**src/rtl/bcd_counter_2d.sv**
```systemverilog
// Two-digit BCD up/down counter (00-99) with prescaled step tick,
// clear, parallel load and a wrap flag for the 7-segment board LED.
module bcd_counter_2d #(
    parameter int DIV = 50000000
) (
    input  logic       clk,
    input  logic       rst,
    input  logic       en,
    input  logic       up,
    input  logic       clr,
    input  logic       load,
    input  logic [7:0] load_val,
    output logic [3:0] ones,
    output logic [3:0] tens,
    output logic       wrap,
    output logic       tick
);

    localparam int CW = (DIV > 1) ? $clog2(DIV) : 1;
    localparam logic [CW-1:0] LAST = CW'(DIV - 1);

    logic [CW-1:0] pre_q, pre_d;
    logic [3:0]    ones_q, ones_d;
    logic [3:0]    tens_q, tens_d;
    logic          wrap_q, wrap_d;
    logic          tick_q, tick_d;

    always_comb begin
        pre_d  = pre_q;
        ones_d = ones_q;
        tens_d = tens_q;
        wrap_d = wrap_q;
        tick_d = 1'b0;
        if (clr) begin
            pre_d  = '0;
            ones_d = 4'd0;
            tens_d = 4'd0;
            wrap_d = 1'b0;
        end else if (load) begin
            // Invalid nibbles collapse to 0 so the decoder never sees non-BCD
            pre_d  = '0;
            ones_d = (load_val[3:0] > 4'd9) ? 4'd0 : load_val[3:0];
            tens_d = (load_val[7:4] > 4'd9) ? 4'd0 : load_val[7:4];
            wrap_d = 1'b0;
        end else if (en) begin
            if (pre_q == LAST) begin
                pre_d  = '0;
                tick_d = 1'b1;
                wrap_d = 1'b0;
                if (up) begin
                    if (ones_q < 4'd9) begin
                        ones_d = ones_q + 4'd1;
                    end else begin
                        ones_d = 4'd0;
                        if (tens_q < 4'd9) begin
                            tens_d = tens_q + 4'd1;
                        end else begin
                            tens_d = 4'd0;
                            wrap_d = 1'b1;
                        end
                    end
                end else begin
                    if (ones_q > 4'd0) begin
                        ones_d = ones_q - 4'd1;
                    end else begin
                        ones_d = 4'd9;
                        if (tens_q > 4'd0) begin
                            tens_d = tens_q - 4'd1;
                        end else begin
                            tens_d = 4'd9;
                            wrap_d = 1'b1;
                        end
                    end
                end
            end else begin
                pre_d = pre_q + CW'(1);
            end
        end
    end

    always_ff @(posedge clk) begin
        if (rst) begin
            pre_q  <= '0;
            ones_q <= 4'd0;
            tens_q <= 4'd0;
            wrap_q <= 1'b0;
            tick_q <= 1'b0;
        end else begin
            pre_q  <= pre_d;
            ones_q <= ones_d;
            tens_q <= tens_d;
            wrap_q <= wrap_d;
            tick_q <= tick_d;
        end
    end

    assign ones = ones_q;
    assign tens = tens_q;
    assign wrap = wrap_q;
    assign tick = tick_q;

endmodule

```
**config.mk**
```make
export PLATFORM = sky130hd
export DESIGN_NAME = bcd_counter_2d
export DESIGN_NICKNAME = d
export VERILOG_FILES = /design/src/rtl/bcd_counter_2d.sv
export SDC_FILE = /design/constraint.sdc
export NUM_CORES = 1
export LEC_CHECK = 0
export CAP_MARGIN = 15
export CORE_ASPECT_RATIO = 1.75
export CORE_UTILIZATION = 60
export CTS_CLUSTER_SIZE = 24
export DETAILED_ROUTE_END_ITERATION = 8
export PLACE_DENSITY = 0.85
export SYNTH_ARGS = -nofsm -noshare
export SYNTH_HDL_FRONTEND = slang
export SYNTH_SLANG_ARGS = --single-unit
```
**constraint.sdc**
```tcl
create_clock -name clk -period 3.1 [get_ports clk]
set_input_delay 0.31 -clock clk [delete_from_list [all_inputs] [get_ports clk]]
set_output_delay 0.31 -clock clk [all_outputs]
set_load 0.1 [all_outputs]
```
# ---- Word level (Yosys, flattened, before mapping)
# Cells that the tools add are included.
dict set report classes {
  n_addsub 5
  mul 0
  div_mod_pow 0
  order_cmp 6
  n_eq_ne 3
  n_shift 0
  mux 23
  n_bitwise 1
  n_reduce_logical 8
}
# op n
set ops {}
lappend ops {{$mux W4} 16}
lappend ops {{$add A26 B1 Y26 const B} 1}
lappend ops {{$eq A26 B26 Y1 const B} 1}
lappend ops {{$mux W26} 1}
lappend ops {{$add A4 B1 Y4 const B} 2}
lappend ops {{$gt A4 B1 Y1 const B} 2}
lappend ops {{$gt A4 B4 Y1 const B} 2}
lappend ops {{$lt A4 B4 Y1 const B} 2}
lappend ops {{$sub A4 B1 Y4 const B} 2}
lappend ops {{$mux W1} 6}
lappend ops {{$ne A3 B3 Y1 const B} 2}
lappend ops {{$reduce_and A2 Y1} 2}
lappend ops {{$reduce_and A4 Y1} 1}
lappend ops {{$reduce_bool A2 Y1} 2}
lappend ops {{$reduce_or A4 Y1} 1}
lappend ops {{$reduce_or A3 Y1} 1}
lappend ops {{$reduce_or A2 Y1} 1}
lappend ops {{$not A1 Y1} 1}
dict set report totals {
  regBits 36
  latch_bits 0
  ram_bits 0
  romBits 0
  wordCells 51
  mem_count 0
}

# ---- Logic depth before layout (Yosys ltp)
dict set report depth {
  ltp_word 7
  mapped_depth 8
  ltp_nobuf 7
}

# ---- Worst setup path before layout
# Ideal clock, no wire load.
dict set report synth_timing {
  path_kind {register -> register}
  from {register ones_q[0], in the netlist ones[0]}
  to {register tens_q[2], in the netlist tens[2]}
  arrival_ns 2.399
  setup_slack_ns 0.584
  path_stages_with_launch 8
  n_path_buf 0
  cell_sequence {dfxtp_1 inv_1 ha_1 nand2b_1 a21oi_1 nor2_1 a31oi_1 a31o_2}
}
dict set report synth_via {
  elab_chain_cells 3
  word_cells_on_any_way 5
}
# item line
set synth_rtl {}
lappend synth_rtl {{from (decl)} 23} ;# logic [3:0] ones_q, ones_d;
lappend synth_rtl {{from (signal assigned)} 90} ;# ones_q <= ones_d;
lappend synth_rtl {{$lt A4 B4 Y1 / $gt A4 B1 Y1 (equally long branches)} {51, 63}}
lappend synth_rtl {{$ne A3 B3 Y1 (no source line)} -}
lappend synth_rtl {{$reduce_and A4 Y1 (no source line) (*)} -}
lappend synth_rtl {{to (signal assigned)} 91} ;# tens_q <= tens_d;
lappend synth_rtl {{to (decl)} 24} ;# logic [3:0] tens_q, tens_d;
# Every way passes the cells marked *; elsewhere a longest branch is shown, timed or not.
# A chain may end at the register's enable or synchronous reset.

==> summary.txt <==
Setup path
  – CP peak stage delay: 0.66 ns
  – Highest fanout seen on the critical path: 25
  – Worst endpoint data arrival time: 2.47 ns
  – Setup slack of the worst register-to-register path: just over 0.8 ns
  – Number of cells on the worst reg-to-reg path: 7
  – Worst EP required: about 3.3 ns
  – Sequence of cells on the critical path: clkdlybuf4s50_1 > and4_1 > nand2_1 > or4_1 > nand3_2 > nor2_1
  – Beginning of the worst register-to-register path: ones[0]$_SDFFE_PP0P_
  – Worst Setup Path Type: primary input to flip-flop
  – Startpoint class of the critical path: primary input
  – Worst R2R End: tens[2]$_SDFFE_PP0P_
  – Critical Path Start: en
  – Worst Setup End Kind: flip-flop
  – Master of the slowest instance on the critical path: sky130_fd_sc_hd__or4_1

Synthesis
  – Ranking of synthesized cells by area: sky130_fd_sc_hd__dfxtp_1 35%, sky130_fd_sc_hd__xor2_1 8.5%, sky130_fd_sc_hd__nor2_1 7.3%
  – EDFF count, synth: 0
  – Proportion of synthesized chip area in sequential cells: 0.350
  – Cell variety after synth: between 50 and 60
  – Mean instance size in the synthesized netlist: between 8 and 9 um^2
  – Register bit total from synthesis: 36
  – Biggest area consumer among synthesized cells: sky130_fd_sc_hd__dfxtp_1
  – Primary FF master, synth: sky130_fd_sc_hd__dfxtp_1
  – Cell count after synthesis: between 200 and 250
  – Cell area after synthesis: about 2100 um^2
  – Post-synth net total: approximately 270
  – Async SR Flop Fraction: 0
  – Share of the synthesized area in the top cell type: 0.350
  – YS warnings: 0

Timing
  – Final setup violating endpoints: 0
  – Setup repair after global routing missed its margin: false
  – Worst slew pin tran: between 0.9 and 1 ns
  – Upper clock frequency limit: about 430 MHz
  – Crit share post-route: 0.748
  – Clock period minus worst slack: approximately 2.3 ns
  – Worst hold-check slack: 0.517 ns
  – Setup total negative slack: 0 ns
  – Hold Violations, Final: 0
  – Headroom to the max-slew limit: 0.351
  – Largest clock skew in the final design: about 0.0073 ns
  – Slew Viols, Final: 0

Clocking
  – Count of clock tree sinks: 36
  – TritonCTS clock tree: yes
  – H-tree depth: 2
  – Hold-fix buffers at CTS: 0
  – CTS Buf Count: 5
  – Buffer type at the clock tree root: sky130_fd_sc_hd__clkbuf_8
  – Post-cts gate resize count: 0
  – Latest clock arrival within the worst-skew pair: 0.28 ns
  – Clock transition at the register clock pins on the worst setup and hold paths after CTS: approximately 0.070 ns
  – Clock Tree Buf Depth: 2
  – Post-CTS setup buffer count: 0

Cells and area
  – Nets: between 200 and 300
  – Flip-flop and latch area: approximately 720 um^2
  – N_diodes: 0
  – Post-route design area: roughly 2400 um^2
  – Growth of design area from synthesis to finish: 15.0%
  – Area of the multi-input gates: around 1300 um^2
  – Number of fill cells in the layout: 280
  – Share of cells above drive strength 1: 0.112

Route
  – First-pass detailed-route iteration total: 4
  – Vias/cell: between 5 and 6
  – Detail Route Antenna Nets: 0
  – Drt initial violations: 31
  – Via count: between 1500 and 2000
  – DRC violations left: 0
  – Routed wire length: 4.38 mm
  – Average wire length per cell after detail routing: approximately 14 um

Die
  – Number of standard-cell rows in the floorplan: 27
  – Placeable core region: ~3200 um^2
  – Die H: 79.5 um
  – Die X-Extent: approximately 46 um
  – Overall die area: 3680 um^2
  – Total I/O pin count: 24
  – Initial cell density of the core: 0.641

Global routing
  – Maximum number of pins on one net before global-route repair: 26
  – Global router's overall resource usage: 0.263
  – Number of global-route vias before repair: around 1700
  – Remaining Overflow, GRT: 0
  – Initial antenna violation count: 0
  – Wire length of the first global-routing pass: 7.19 mm

Placed design
  – Final GP Congestion: 0.799
  – Post-DP Area: about 2300 um^2
  – Number of input and output port buffers inserted: 23
  – Final HPWL DP: 3.25 mm

Run status
  – Status: complete, no violations

Hold path
  – Worst hold path class: flip-flop to flip-flop
  – Worst hold path startpoint: pre_q[25]$_SDFFE_PP0P_
  – Worst hold path cell count: 2
  – Capture endpoint of the worst hold path: pre_q[25]$_SDFFE_PP0P_

Run
  – # Max-Cap Violations: 0

Power and ir drop
  – Ratio of total power to cell area: around 380 nW/um^2
  – Cell leakage power: between 0.0008 and 0.0009 uW
  – Worst voltage drop across the vdd grid: roughly 270 uV
cell usage in the layout (no fill, tap or decap), types with 2 or more instances in the layout:
cell type,Yosys,final
sky130_fd_sc_hd__ha_1,7,7
sky130_fd_sc_hd__a21oi_1,10,10
sky130_fd_sc_hd__nand2b_1,4,4
sky130_fd_sc_hd__or3b_2,2,2
sky130_fd_sc_hd__o31ai_1,2,2
sky130_fd_sc_hd__mux2i_1,2,2
sky130_fd_sc_hd__dfxtp_1,36,36
sky130_fd_sc_hd__nand3_1,7,7
sky130_fd_sc_hd__buf_4,2,10
sky130_fd_sc_hd__nand4_1,15,15
sky130_fd_sc_hd__xor2_1,20,20
sky130_fd_sc_hd__xnor2_1,5,5
sky130_fd_sc_hd__nand3b_1,2,2
sky130_fd_sc_hd__o22ai_1,2,2
sky130_fd_sc_hd__a211oi_1,4,4
sky130_fd_sc_hd__inv_1,8,8
sky130_fd_sc_hd__nor2_1,40,40
sky130_fd_sc_hd__and3_1,5,5
sky130_fd_sc_hd__and2_1,2,2
sky130_fd_sc_hd__a2111oi_0,2,2
sky130_fd_sc_hd__clkdlybuf4s50_1,0,15
sky130_fd_sc_hd__clkbuf_8,0,5
sky130_fd_sc_hd__or3_1,2,2
sky130_fd_sc_hd__nor3_1,4,4
sky130_fd_sc_hd__and4_1,4,4
sky130_fd_sc_hd__nand2_1,17,17
sky130_fd_sc_hd__a31oi_1,3,3
sky130_fd_sc_hd__o21ai_0,6,6
sky130_fd_sc_hd__or2_2,2,2
final cells by class:
type | count | share of cell area
clock buffer | 6 | 0.0307
tap | 43 | 0.0227
sequential | 36 | 0.305
inverter | 8 | 0.0127
clock inverter | 1 | 0.00212
timing repair buffer | 25 | 0.0952
multi-input combinational | 193 | 0.532
synthesized netlist by cell type (3+ instances only):
| library cell | instances |
|---|---|
| sky130_fd_sc_hd__and4_1 | 4 |
| sky130_fd_sc_hd__a31oi_1 | 3 |
| sky130_fd_sc_hd__nand2_1 | 17 |
| sky130_fd_sc_hd__ha_1 | 7 |
| sky130_fd_sc_hd__dfxtp_1 | 36 |
| sky130_fd_sc_hd__nor2_1 | 40 |
| sky130_fd_sc_hd__a211oi_1 | 4 |
| sky130_fd_sc_hd__clkbuf_1 | 6 |
| sky130_fd_sc_hd__nand2b_1 | 4 |
| sky130_fd_sc_hd__nand4_1 | 15 |
| sky130_fd_sc_hd__nor3_1 | 4 |
| sky130_fd_sc_hd__xor2_1 | 20 |
| sky130_fd_sc_hd__o21ai_0 | 6 |
| sky130_fd_sc_hd__a21oi_1 | 10 |
| sky130_fd_sc_hd__and3_1 | 5 |
| sky130_fd_sc_hd__inv_1 | 8 |
| sky130_fd_sc_hd__nand3_1 | 7 |
| sky130_fd_sc_hd__xnor2_1 | 5 |
report_power, final:
group / switching [uW] / total, uW / internal [uW]
Clock: 160 / 312 / 153
Combinational: 72.9 / 119 / 46.2
Sequential: 7.97 / 474 / 466
registers in the layout, indices dropped and copies added (netlist names):
| signal | cells |
|---|---|
| ones | 4 |
| pre_q | 26 |
| tens | 4 |
| tick | 1 |
| wrap | 1 |
worst max-delay path by stage:
stage                                   endpoint  slack [ns]  cells after the start
after floorplan             tens[2]$_SDFFE_PP0P_        0.58                      7
after global placement     pre_q[7]$_SDFFE_PP0P_        0.51                      6
after detailed placement   pre_q[5]$_SDFFE_PP0P_        0.50                      6
after CTS                 pre_q[12]$_SDFFE_PP0P_        0.79                      6
after global routing      pre_q[14]$_SDFFE_PP0P_        0.63                      6
final                     pre_q[12]$_SDFFE_PP0P_        0.78                      6
worst max-delay path: cells and delay by family:
kind / cells / cell delay (ns)
and+or+nand+nor: 5 / 1.56
buffers and inverters: 1 / 0.59
layer usage:
layer / global-route usage / vias up / part of all wire
met3: 0.0407 / 9 / 0.028
met2: 0.485 / 42 / 0.55
li1: - / 930 / -
met5: 0 / - / 0
met1: 0.276 / 882 / 0.40
met4: 0.103 / 0 / 0.023
kinds of logic (layout without fill, tap and decap cells):
group | count (synthesis) | count (layout) | share of synthesized area
fa+ha+maj | 7 | 7 | 0.0426
xor+xnor | 25 | 25 | 0.106
compound gates | 41 | 41 | 0.145
simple gates | 117 | 117 | 0.301
flops | 36 | 36 | 0.350
buf+inv | 18 | 40 | 0.0377
mux | 3 | 3 | 0.0170
stage by stage:
| stage | utilization | worst slack, ns | cells | total power (uW) |
|---|---|---|---|---|
| 5_1_grt | 0.737 | 0.628 | 312 | 938 |
| 4_1_cts | 0.737 | 0.786 | 312 | 909 |
| 3_5_place_dp | 0.713 | 0.496 | 305 | 603 |
| 3_3_place_gp | 0.713 | 0.512 | 305 | 602 |
| 6_report | 0.737 | 0.781 | 312 | 906 |
| 2_1_floorplan | - | 0.584 | 247 | 565 |
Power figures use the tool's default switching activity.
